### config.mk
export PLATFORM = sky130hd
export DESIGN_NAME = siggen_probe
export DESIGN_NICKNAME = d
export VERILOG_FILES = /design/src/rtl/siggen_probe.sv
export SDC_FILE = /design/constraint.sdc
export NUM_CORES = 1
export LEC_CHECK = 0
export CAP_MARGIN = 5
export CELL_PAD_IN_SITES_DETAIL_PLACEMENT = 0
export CELL_PAD_IN_SITES_GLOBAL_PLACEMENT = 1
export CORE_MARGIN = 2
export CORE_UTILIZATION = 50
export DETAILED_ROUTE_END_ITERATION = 8
export PLACE_DENSITY_LB_ADDON = 0.1
export SYNTH_ARGS = -nofsm -noshare
export SYNTH_HDL_FRONTEND = slang
export SYNTH_SLANG_ARGS = --single-unit
### constraint.sdc
create_clock -name clock -period 5.6 [get_ports clock]
set_input_delay 1.12 -clock clock [delete_from_list [all_inputs] [get_ports clock]]
set_output_delay 1.12 -clock clock [all_outputs]
set_load 0.01 [all_outputs]
### src/rtl/siggen_probe.sv
// Probe-clock / gate / serial-data generator for a signature analyzer.
// Params DIV, WINDOW, GAP. Inputs clock, reset_l, go, sel[3:0], loop.
// Outputs probe_clock, probe_start, probe_stop, probe_data, busy, done.
// Define SIGGEN_REPEAT_EN to let loop restart a window after the gap.
module siggen_probe #(
  parameter int DIV    = 4,
  parameter int WINDOW = 1024,
  parameter int GAP    = 16
) (
  input  logic       clock,
  input  logic       reset_l,
  input  logic       go,
  input  logic [3:0] sel,
  input  logic       loop,
  output logic       probe_clock,
  output logic       probe_start,
  output logic       probe_stop,
  output logic       probe_data,
  output logic       busy,
  output logic       done
);

  typedef enum logic [1:0] {
    S_IDLE,
    S_RUN,
    S_GAP
  } state_t;

  localparam logic [8:0]  PH_HI  = 9'(DIV - 1);
  localparam logic [8:0]  PH_END = 9'(2 * DIV - 1);
  localparam logic [15:0] E_LAST = 16'(WINDOW);
  localparam logic [7:0]  G_LAST = 8'(GAP - 1);

  state_t      state;
  logic [8:0]  ph;
  logic [15:0] e;
  logic [7:0]  g;
  logic [3:0]  sel_q;
  logic [15:0] e_nx;
  logic        rep;

  assign e_nx = e + 16'd1;

`ifdef SIGGEN_REPEAT_EN
  assign rep = loop;
`else
  assign rep = loop & 1'b0;
`endif

  always_ff @(posedge clock or negedge reset_l) begin
    if (!reset_l) begin
      state       <= S_IDLE;
      ph          <= '0;
      e           <= '0;
      g           <= '0;
      sel_q       <= '0;
      probe_clock <= 1'b0;
      probe_start <= 1'b0;
      probe_stop  <= 1'b0;
      probe_data  <= 1'b0;
      busy        <= 1'b0;
      done        <= 1'b0;
    end else begin
      done <= 1'b0;
      unique case (state)
        S_IDLE: begin
          if (go) begin
            // Period 0 starts now; bit sel of counter value 0 is 0.
            state       <= S_RUN;
            sel_q       <= sel;
            e           <= '0;
            ph          <= '0;
            probe_clock <= 1'b0;
            probe_start <= 1'b1;
            probe_stop  <= 1'b0;
            probe_data  <= 1'b0;
            busy        <= 1'b1;
          end
        end
        S_RUN, S_GAP: begin
          if (ph == PH_HI) probe_clock <= 1'b1;
          if (ph != PH_END) begin
            ph <= ph + 9'd1;
          end else begin
            // Falling transition: the only point gates/data move.
            ph          <= '0;
            probe_clock <= 1'b0;
            if (state == S_RUN) begin
              if (e != E_LAST) begin
                e           <= e_nx;
                probe_data  <= e_nx[sel_q];
                probe_start <= 1'b0;
                probe_stop  <= (e_nx == E_LAST);
              end else begin
                state       <= S_GAP;
                g           <= '0;
                probe_start <= 1'b0;
                probe_stop  <= 1'b0;
                probe_data  <= 1'b0;
              end
            end else if (g != G_LAST) begin
              g <= g + 8'd1;
            end else begin
              done <= 1'b1;
              if (rep) begin
                state       <= S_RUN;
                sel_q       <= sel;
                e           <= '0;
                probe_start <= 1'b1;
              end else begin
                state <= S_IDLE;
                busy  <= 1'b0;
              end
            end
          end
        end
        default: state <= S_IDLE;
      endcase
    end
  end

endmodule

; Yosys cells after proc, flatten, opt, wreduce, memory -nomap -nowiden
; Index checks and enable logic that the tools add are counted.
[word_totals]
ff_bits = 45
input_bits = 8
output_inout_bits = 6
word_cells = 88
[op_classes]
n_addsub = 3
n_lt_le_gt_ge = 1
n_eq_ne = 17
muxes = 43
bitwise = 1
n_reduce_logical = 12
[op_table]
columns = op, count
row1 = $mux 16, 4
row2 = $pmux 16 s2, 1
row3 = $mux 8, 3
row4 = $mux 1, 20
row5 = $mux 9, 2
row6 = $pmux 9 s2, 1
row7 = $add 16x1->16 const B, 1
row8 = $eq 16x11->1 const B, 1
row9 = $ne 16x11->1 const B, 1
row10 = $ne 2x2->1 const B, 7
row11 = $reduce_and 4->1, 3
row12 = $mux 2, 5
row13 = $pmux 1 s2, 5
row14 = $reduce_and 5->1, 2
row15 = $add 9x1->9 const B, 1
row16 = $eq 9x2->1 const B, 1
row17 = $ne 3x3->1 const B, 3
row18 = $ne 9x3->1 const B, 1
row19 = $add 8x1->8 const B, 1
row20 = $ne 8x4->1 const B, 1
row21 = $lt 4x5->1 const B, 1
row22 = $bmux 1 s4, 1
row23 = $pmux 2 s2, 1
row24 = $reduce_and 2->1, 2
row25 = other kinds (7), 8

; Longest topological paths before layout
[depth]
depth_word = 7
ltp_mapped = 10
depth_no_buf = 8

; Worst setup path before layout
; OpenSTA, ideal clock, no wires.
[synth_path]
path_kind = input to register
start = input go
end = register probe_data
setup_ns = 0.137
arrival_ns = 2.254
required_ns = 5.463
setup_slack_ns = 3.209
path_stages = 6
n_path_buf = 0
path_cell_list = mux2i_1 -> nor3_1 -> a31oi_1 -> nor3_1 -> a32oi_1 -> a41oi_2
[synth_via]
elab_chain_cells = 2
[synth_lines]
columns = item, line
row1 = from (decl), 12  ; input logic go,
row2 = $ne 2x2->1 (no source line), --
row3 = $reduce_and 4->1 (no source line), --
row4 = to (signal assigned), 91  ; probe_data <= e_nx[sel_q];
row5 = to (decl), 18  ; output logic probe_data,
; Every way passes these cells.
; A chain may end at the register's enable or synchronous reset.

; Worst setup path after layout
[layout_path]
start = register state[0]
end = register e[4]
[layout_via]
elab_chain_cells = 4
elab_cells_between_ends = 11
classes_between = 6 x eq/ne / 1 x mux / 4 x reduce/logical
[layout_lines]
columns = item, line
row1 = from (decl), 34  ; state_t state;
row2 = from (signal assigned), 52  ; state <= S_IDLE;
row3 = from (signal assigned), 69  ; state <= S_RUN;
row4 = from (signal assigned), 95  ; state <= S_GAP;
row5 = $eq 2x1->1 / $eq 2x2->1 (equally long branches), "65, 88"
row6 = $reduce_or 2->1, 65  ; unique case (state)
row7 = $ne 2x2->1 (no source line) / $reduce_bool 2->1 (equally long branches), --
row8 = $reduce_and 5->1 (no source line), --
row9 = to (signal assigned), 90  ; e <= e_nx;
row10 = to (decl), 36  ; logic [15:0] e;
; Several ways; a longest one is shown, not always the timed one.

==> results.md <==
Synthesis:
- The count of synthesis-stage warnings from yosys is 0.
- Counting flops with an async set or reset pin after synthesis yields a share of 100%.
- The fraction of synthesized cell area taken by the top area cell type is 37.5%.
- The number of different library cells used by synthesis comes to 58.
- The count of state elements after synthesis is 45.
- The post-synthesis instance total is 334.
- The dominant cell type by area after synthesis is sky130_fd_sc_hd__dfrtp_1.
- The post-synthesis net count is 350.
- The number of flops mapped to enable cells by yosys is 0.
- The mean cell area of the mapped netlist is 8.99 um^2.
- Sorting the synthesized cells by area gives the leading types as sky130_fd_sc_hd__dfrtp_1 38%, sky130_fd_sc_hd__nand2_1 4.4%, sky130_fd_sc_hd__o21ai_0 4.3%, sky130_fd_sc_hd__ha_1 3.3%, sky130_fd_sc_hd__nand3_1 3.3%.
- The most used flip-flop cell after synthesis is sky130_fd_sc_hd__dfrtp_1.
- The sequential area share after synthesis is 37.5%.
- The synthesized netlist occupies a cell area of 3000 um^2.

Job:
- The tool flagged a number of max-cap violations equal to 0.

Timing:
- The minimum clock period is 3.41 ns.
- The sum of negative setup slack is 0 ns.
- The max-slew violation count is 0.
- After layout, the worst path uses 60.9% of the clock period.
- Setup violations remaining at the end of the flow were counted as 0.
- Setup repair after global routing left no endpoint under its margin.
- The worst slew slack as a fraction of its limit is 31.5%.
- The worst clock skew is 0.0112 ns.
- The final number of hold-violating endpoints is 0.
- At the pin with the least slew margin, the transition time is 1.03 ns.
- For this run, the top clock speed supported by timing is 0.293 GHz.

Critical path:
- The class of the most critical setup path is flop to flop.
- For the worst flop-to-flop path, the logic depth is 7.
- In this run the worst path has a maximum fanout of 21.
- The arrival time of data at the critical path endpoint is 3.65 ns.
- The launch point of the worst reg-to-reg path is state[0].
- Tracing the worst setup path back leads to its startpoint at state[0].
- At the worst endpoint, the required time is 5.85 ns.
- The worst setup path is launched from a flop.
- The worst setup path is captured at a flop.

Clock tree:
- The clock-pin transition on the worst setup and hold timing paths is 0.10 ns.
- The tree is rooted in a sky130_fd_sc_hd__clkbuf_8.
- The buffers inserted during post-CTS setup optimization is 0.
- In this run the deepest clock path goes through 2 buffers.
- The deepest level of the CTS H-tree is 2.
- The post-cts sizing count is 0.
- The TritonCTS clock tree is done.
- In this run, post-CTS hold repair placed 0 buffers.
- The clock sink total is 45.
- The later pin in the worst-skew pair is clocked with a latency of 0.30 ns.
- Buffers inserted during clock tree synthesis total 5.

GRT:
- The overall fraction of global-route tracks in use is 22.1%.
- The first-pass GRT wire length is 11.3 mm.
- The remaining global-route overflow is 0.
- The maximum number of pins on one net before global-route repair is 46.
- The number of antenna violations at the first check in global routing came to 0.
- The number of global-route vias before repair came to 2213.

Hold path:
- In this run the worst hold path is classified as flop to flop.
- The worst hold path stage count is 2.
- The origin of the worst min-delay path is probe_start.

Finish:
- The area taken by multi-input logic gates is 1730 um^2.
- The layout overhead on the synthesized area is 7.59%.
- The cell area after layout is 3230 um^2.
- The post-route netlist has 9.91% of its cells at a drive strength greater than 1.
- The library cell used most frequently in the layout, excluding fill and tap cells, is sky130_fd_sc_hd__dfrtp_1.
- The footprint of the flip-flops and latches is 1130 um^2.
- The number of inserted filler cells in the final layout is 526.
- The net total in the final layout is 348.
- The diode insertion count for antenna repair is 0.
- The library cells used most frequently in the layout, excluding fill and tap cells, are 45 x sky130_fd_sc_hd__dfrtp_1, 35 x sky130_fd_sc_hd__nand2_1, 26 x sky130_fd_sc_hd__o21ai_0.

Power and ir drop:
- For this design the ratio of total power to cell area is 186 nW/um^2.
- Power comes to 601 uW.
- The worst IR drop on VDD is 0.120 mV.
- The total leakage power is 0.00130 uW.

Die:
- The height of the die is 81.5 um.
- After floorplanning, the core was sized to cover 5850 um^2.
- The floorplan die area is 6640 um^2.
- The initial core utilization is 51.3%.
- The number of primary I/O pins is 14.
- The die is 81.5 um wide.
- In this run the core area contains 28 standard-cell rows.

Routing:
- The sum of met2 wire segment lengths after detailed routing is 3.14 mm.
- After detailed routing, the met3 layer carries 234 um of wire.
- After detailed routing, the total wire length is 6.74 mm.
- The DRC violation count after routing is 0.
- The average wire length per cell after detail routing is 16.5 um.
- The number of detailed-routing iterations run before antenna repair is 4.
- The routed via count is 2452.
- The routed length on met1 is 3.32 mm.
- The uppermost signal routing layer after detailed routing is met4.
- The count of antenna-violating nets left after detailed routing is 0.
- The initial detailed-routing violation count is 137.
- After detailed routing, the number of vias per cell comes to 6.01.

Placed design:
- Detailed placement finished with a half-perimeter wire length of 4.67 mm.
- At the end of routability-driven placement, the weighted congestion stood at 0.815.
- Buffers placed on the I/O ports in this run total 12.
- The placed instances occupy a cell area of 3110 um^2.

Run status:
- The flow ran to the end, and the final reports show no timing, DRC or antenna violations.
-- cell usage after synthesis, drive strengths merged (2+ instances only) --
cell     number
a21oi        14
a22o          9
a311o         2
a31oi         4
a32o          2
and2          4
and3          4
and4          2
buf          12
clkbuf        9
dfrtp        45
ha            8
inv          12
mux2          8
mux2i         8
nand2        35
nand2b        2
nand3        20
nand4         9
nor2         23
nor2b         2
nor3         11
nor3b         2
nor4          7
o2111ai       2
o21a          3
o21ai        27
o31a          2
o31ai         4
or2           3
or3           8
or4           2
or4b          3
xnor2         7
xor2          6
-- layout make-up --
| cell class | count | share of cell area (%) |
|---|---|---|
| Multi-Input combinational cell | 256 | 53.5 |
| Sequential cell | 45 | 34.9 |
| Timing Repair Buffer | 12 | 3.56 |
| Tap cell | 75 | 2.91 |
| Clock buffer | 6 | 2.56 |
| Inverter | 12 | 1.39 |
| Clock inverter | 2 | 1.16 |
-- power by group --
group | internal [uW] | leakage [uW] | switching, uW
Combinational | 3.41 | 0.000647 | 6.84
Clock | 145 | 0.0000574 | 121
Sequential | 325 | 0.000599 | 0
Total | 473 | 0.00130 | 128
-- final timing paths --
check / endpoint / slack [ns]
worst min-delay path: probe_start / 0.49
max in group asynchronous: e[10] / 3.97
worst max-delay path: e[4] / 2.19
worst max register to register: e[4] / 2.19
min in group asynchronous: e[5] / 0.97
worst min register to register: probe_start / 0.49
-- routing by layer --
metal	vias to the layer above	global-route usage (%)
li1	1228	-
met1	1179	32.6
met2	41	33.5
met3	4	3.85
met4	0	5.93
met5	-	0
-- sequential cells by signal (all words and copies together), names as in the netlist --
register and cells:
e 16, probe_stop 1, probe_clock 1, g 8
probe_data 1, done 1, probe_start 1, sel_q 4
ph 9, busy 1, state 2
-- stage by stage --
step / instances / hold slack [ns] / setup WS (ns) / util [%]
floorplan: 334 / 0.446 / 3.21 / -
global placement: 400 / 0.469 / 2.07 / 53.1
detailed placement: 400 / 0.475 / 2.04 / 53.1
CTS: 408 / 0.494 / 2.17 / 55.2
global route: 408 / 0.520 / 1.83 / 55.2
finish: 408 / 0.489 / 2.19 / 55.2
-- logic make-up after synthesis --
family,count (synthesis),synth area share (%)
adders and majority gates,8,3.33
buffers and inverters,33,4.88
xor gates and xnor gates,13,3.79
muxes,16,5.67
AOI/OAI and AO/OA,80,18.6
and+or+nand+nor,139,26.3
DFF,45,37.5
-- critical path, stage by stage, from the launching register on --
cell	delay (ns)
sky130_fd_sc_hd__dfrtp_1	0.37
sky130_fd_sc_hd__inv_1	0.08
sky130_fd_sc_hd__ha_1	0.83
sky130_fd_sc_hd__mux2i_1	0.46
sky130_fd_sc_hd__a21oi_2	0.45
sky130_fd_sc_hd__nand3_1	0.61
sky130_fd_sc_hd__o21ai_0	0.38
sky130_fd_sc_hd__a22o_1	0.16
Note: power is estimated with default switching activity, not from simulation.
